[src/rtl/serial_adder.sv]
// serial_adder: bit-serial adder built from a single full-adder stage (two half adders) and
// a carry flop. Operands are shifted through LSB first, one bit per clock.
//
// Ports:
//   clk    - clock; all state changes on the rising edge
//   rst    - synchronous active-high reset
//   start  - begin an addition; sampled only while idle
//   a, b   - operands, captured on the accepting edge
//   c_in   - carry-in, captured on the accepting edge
//   busy   - high while bits are being added
//   done   - one-cycle pulse when sum/carry hold a new result
//   sum    - registered result, low WIDTH bits of a+b+c_in
//   carry  - registered carry-out (bit WIDTH of a+b+c_in)
module serial_adder #(
  parameter int unsigned WIDTH = 8
) (
  input  logic             clk,
  input  logic             rst,
  input  logic             start,
  input  logic [WIDTH-1:0] a,
  input  logic [WIDTH-1:0] b,
  input  logic             c_in,
  output logic             busy,
  output logic             done,
  output logic [WIDTH-1:0] sum,
  output logic             carry
);

  // Counter must hold 0..WIDTH; never narrower than one bit.
  localparam int unsigned CntW = ($clog2(WIDTH + 1) < 1) ? 1 : $clog2(WIDTH + 1);

  typedef enum logic [1:0] {
    StIdle,
    StRun,
    StDone
  } state_e;

  state_e            state_q;
  logic [WIDTH-1:0]  a_sh_q;
  logic [WIDTH-1:0]  b_sh_q;
  logic [WIDTH-1:0]  res_q;
  logic              cy_q;
  logic [CntW-1:0]   cnt_q;

  logic              ha1_s;
  logic              ha1_c;
  logic              fa_s;
  logic              fa_c;
  logic [WIDTH-1:0]  res_d;
  logic              last_bit;

  // Full adder as two cascaded half adders.
  always_comb begin
    ha1_s = a_sh_q[0] ^ b_sh_q[0];
    ha1_c = a_sh_q[0] & b_sh_q[0];
    fa_s  = ha1_s ^ cy_q;
    fa_c  = ha1_c | (ha1_s & cy_q);
  end

  // New result bit enters at the MSB end; after WIDTH shifts bit 0 sits at the LSB.
  always_comb begin
    res_d            = res_q >> 1;
    res_d[WIDTH-1]   = fa_s;
    last_bit         = (cnt_q == CntW'(WIDTH - 1));
  end

  always_ff @(posedge clk) begin
    if (rst) begin
      state_q <= StIdle;
      a_sh_q  <= '0;
      b_sh_q  <= '0;
      res_q   <= '0;
      cy_q    <= 1'b0;
      cnt_q   <= '0;
      busy    <= 1'b0;
      done    <= 1'b0;
      sum     <= '0;
      carry   <= 1'b0;
    end else begin
      unique case (state_q)
        StIdle: begin
          if (start) begin
            a_sh_q  <= a;
            b_sh_q  <= b;
            cy_q    <= c_in;
            cnt_q   <= '0;
            busy    <= 1'b1;
            state_q <= StRun;
          end
        end
        StRun: begin
          a_sh_q <= a_sh_q >> 1;
          b_sh_q <= b_sh_q >> 1;
          res_q  <= res_d;
          cy_q   <= fa_c;
          cnt_q  <= cnt_q + CntW'(1);
          if (last_bit) begin
            sum     <= res_d;
            carry   <= fa_c;
            busy    <= 1'b0;
            done    <= 1'b1;
            state_q <= StDone;
          end
        end
        StDone: begin
          done    <= 1'b0;
          state_q <= StIdle;
        end
        default: begin
          busy    <= 1'b0;
          done    <= 1'b0;
          state_q <= StIdle;
        end
      endcase
    end
  end

endmodule

[config.mk]
export PLATFORM = sky130hd
export DESIGN_NAME = serial_adder
export DESIGN_NICKNAME = d
export VERILOG_FILES = /design/src/rtl/serial_adder.sv
export SDC_FILE = /design/constraint.sdc
export NUM_CORES = 1
export LEC_CHECK = 0
export CAP_MARGIN = 10
export CORE_ASPECT_RATIO = 1.2
export CORE_MARGIN = 2
export CORE_UTILIZATION = 52
export DETAILED_ROUTE_END_ITERATION = 12
export GPL_TIMING_DRIVEN = 1
export PLACE_DENSITY = 0.83
export SYNTH_ARGS = -nofsm -noshare
export SYNTH_HDL_FRONTEND = slang
export SYNTH_SLANG_ARGS = --single-unit
[constraint.sdc]
create_clock -name clk -period 1.75 [get_ports clk]
set_input_delay 0.35 -clock clk [delete_from_list [all_inputs] [get_ports clk]]
set_output_delay 0.35 -clock clk [all_outputs]
set_load 0.01 [all_outputs]
After elaboration in Yosys (flattened, before gate mapping)
Cells that the tools add are included.
{ "op_classes": {"n_bitwise": 7, "n_addsub": 1, "n_eq_ne": 5, "n_mux": 16, "n_reduce_logical": 7} }
{ "ops": {"columns": ["op", "count"], "rows": [
  ["$pmux 8 s2", 2],
  ["$mux 8", 2],
  ["$pmux 4 s2", 1],
  ["$reduce_and 2->1", 4],
  ["$add 4x1->4 const B", 1],
  ["$eq 4x3->1 const B", 1],
  ["$mux 1", 4],
  ["$mux 2", 2],
  ["$mux 4", 1],
  ["$ne 2x2->1 const B", 2],
  ["$pmux 1 s2", 2],
  ["$pmux 2 s2", 1],
  ["$pmux 1 s3", 1],
  ["$reduce_and 3->1", 1],
  ["$and 1x1->1", 2],
  ["$eq 2x1->1 const B", 1],
  ["$eq 2x2->1 const B", 1],
  ["$logic_not 2->1", 1],
  ["$not 1->1", 2],
  ["$reduce_bool 2->1", 1],
  ["$xor 1x1->1", 2],
  ["$or 1x1->1", 1]
]} }
{ "totals": {"ff_bits": 42, "elab_cells": 46, "out_inout_bits": 11, "inputBits": 20} }

Logic depth before layout (Yosys ltp)
{ "depth": {"depth_word": 4, "mapped_depth": 6, "mapped_depth_nobuf": 4} }

Worst setup path before layout
Ideal clock, no wire load.
{ "synth_path": {"kind": "register -> register", "start": "register cnt_q[0]", "end": "register sum[0]", "required_time_ns": 1.680, "path_slack_ns": 0.508, "n_path_buf": 1, "setup_time_ns": 0.070, "stages_incl_launch_ff": 6, "synth_period_minus_slack_ns": 1.242, "arrival_time_ns": 1.172, "cell_sequence": "dfxtp_1 > ha_1 > and3b_1 > clkbuf_1 > nand3_1 > a21oi_1"} }
{ "synth_via": {"elab_chain_len": 2} }
{ "synth_lines": {"columns": ["element", "line_no", "source"], "rows": [
  ["start, declared", "43", "logic [CntW-1:0] cnt_q;"],
  ["start signal, assigned", "96", "cnt_q <= cnt_q + CntW'(1);"],
  ["$eq 4x3->1", "64", "last_bit = (cnt_q == CntW'(WIDTH - 1));"],
  ["$reduce_and 2->1 (no line)", null, null],
  ["end signal, assigned", "98", "sum <= res_d;"],
  ["end, declared", "25", "output logic [WIDTH-1:0] sum,"]
]} }
Every way passes these cells.
A chain may end at the register's enable or synchronous reset.

Worst setup path after layout
{ "layout_path": {"start": "register busy", "end": "output port busy"} }
{ "layout_rtl": {"columns": ["element", "line_no", "source"], "rows": [
  ["start, declared", "23", "output logic busy,"],
  ["start signal, assigned", "75", "busy <= 1'b0;"],
  ["start signal, assigned", "87", "busy <= 1'b1;"],
  ["start signal, assigned", "100", "busy <= 1'b0;"]
]} }
No word-level cell between the ends.

==> results.tsv <==
metric	value	unit
run_status	finished, final reports clean	
setup_viol	0	
die_width	57.5	um
cts_setup_buffers	0	
core-area	3310	um^2
grt_pass1_vias	1392	
cts_tree	yes	
start_util	54.0	%
path_cells	clkdlybuf4s50_1	
ys_ff_latch	41	
wl_per_cell	13.1	um
max-vdd-ir-drop	686	uV
placed_area	2120	um^2
slowest_delay	0.53	ns
synth_top_area_share	45.9	%
cts_buffer_depth	2	
cp.required	1.40	ns
dr.pass1.iters	4	
cp_num_buf_inv	1	
synthCells	204	
crit_family	buffers and inverters	
ys_types	31	
final_util	67.5	%
tns	0	ns
worst_skew_pair.late_latency	0.30	ns
yosysMostFrequentCell	dfxtp_1	
r2r_slack	0.31	ns
grt_pass1_wl	6130	um
design_area	2230	um^2
r2r-start	state_q[0]	
synth_nets	226	
port_buffers	30	
area_growth	25.0	%
timing.rr.end	a_sh_q[6]	
cap_violations	0	
worst_setup_path_start_kind	flip-flop	
vias_per_cell	5.67	
whs	0.463	ns
ant_nets	0	
dp_hpwl	2480	um
netlist_top_cells_area	dfxtp_1, a211oi_1, a21oi_1, nor2_1, a21bo_2	
max_clock_freq	0.653	GHz
cts_root_buffer	clkbuf_8	
hold_violations	0	
drt_wl_total	3570	um
async_flop_share	0	%
power.density	901	nW/um^2
synth_common_cells	dfxtp_1, nor2_1, a21oi_1	
skew	0.00802	ns
num_vias	1541	
worstPathMaxFanout	3	
cts_buffers	5	
cts.sinks	41	
fp-row-count	23	
drc	0	
critical_path.endpoint_type	output port	
rsz0062_at_grt	false	
syn_area_per_cell	8.76	um^2
cts_resized	0	
first_iter_violations	72	
fin_crit_sh	87.6	%
grt.met2_usage	34.5	%
grt_max_degree	27	
place_congestion	0.830	
ctsHtreeMaxLevel	2	
antenna_cells	0	
hold_path_class	reg -> reg	
die_area	3920	um^2
synth_edf_count	0	
period_minus_slack	1.53	ns
critPathKind	reg -> out	
overflow	0	
slew_headroom	70.0	%
yosysWarnings	0	
final_max_slew_viol_count	0	
reg2reg_depth	4	
met1_usage	24.0	%
cp_slowest_cell	clkdlybuf4s50_1	
grt_use_total	20.5	%
ys_seq_area_share	45.9	%
cts_hold_buf	0	
min_to	res_q[1]	
nets	256	
antenna_found_initial	0	
grt_busiest_layer	met2	
fp.dieH	68.2	um
met3_usage	5.86	%
max_slew.worst_pin.slew	0.447	ns
synth_area	1790	um^2
worstHoldStart	res_q[1]	
cp.arrival	1.18	ns
dp_cells	264	
fin_cells	272	
drive_gt1_share	12.8	%
synth_largest_area_cell	dfxtp_1	
p_leak	0.000815	uW
min_path_cells	2	
io_pins	31	
clkTransAtPathRegs	0.08	ns
synth_ff_type	dfxtp_1	
## how the worst max path moves through the flow
| stage | start | to | slack, ns | cells past startpoint |
|---|---|---|---|---|
| floorplan | cnt_q[0] | sum[0] | 0.51 | 5 |
| global placement | start | b_sh_q[3] | 0.11 | 4 |
| detailed placement | start | a_sh_q[6] | 0.02 | 4 |
| CTS | busy | busy | 0.20 | 1 |
| global route | busy | busy | 0.16 | 1 |
| finish | busy | busy | 0.22 | 1 |
## power breakdown
part	leakage (uW)	switching [uW]	internal, uW
combinational	0.000425	113	117
clock	0.0000543	349	427
sequential	0.000335	30.6	976
## through the flow
| stage | setup slack, ns | total power [uW] |
|---|---|---|
| detailed placement | 0.0170 | 1260 |
| floorplan | 0.508 | 1170 |
| global route | 0.156 | 2090 |
| global placement | 0.107 | 1250 |
| CTS | 0.203 | 2030 |
| finish | 0.218 | 2010 |
## layout make-up
cell class                 count  area (um^2)
clock buffer                   5         68.8
clock inverter                 3         46.3
fill                         277         1080
inverter                       4         15.0
multi-input combinational    141          841
sequential                    41          821
tap                           37         46.3
timing repair buffer          41          395
## cells in the final DEF, fill, tap and decap left out, drive strengths merged, types with 9 or more instances in the layout
cell type	synthesis	routed
a21bo	9	9
nand3	11	11
nand2	21	21
nor2	25	25
o2bb2ai	9	9
a21oi	22	22
dfxtp	41	41
buf	11	11
a211oi	16	16
clkdlybuf4s50	0	30
## logic make-up after synthesis
group | after synthesis | synth area share [%]
DFF | 41 | 45.9
buffers and inverters | 22 | 7.00
adders and majority gates | 2 | 1.82
AOI/OAI and AO/OA | 71 | 27.9
and+or+nand+nor | 68 | 17.3
## sequential cells by signal, summed over array words and instances, names as in the netlist
| name | flops |
|---|---|
| a_sh_q | 8 |
| b_sh_q | 8 |
| busy | 1 |
| res_q | 7 |
| cy_q | 1 |
| state_q | 2 |
| cnt_q | 4 |
| sum | 8 |
| carry | 1 |
| done | 1 |
## metal layers
layer | share of wire (%) | wire length (um) | vias to the layer above
met5 | 0 | 0 | -
met4 | 2.0 | 72 | 0
li1 | - | - | 782
met3 | 4.9 | 176 | 6
met1 | 45 | 1590 | 711
met2 | 48 | 1730 | 42
Note: power is estimated with default switching activity, not from simulation.
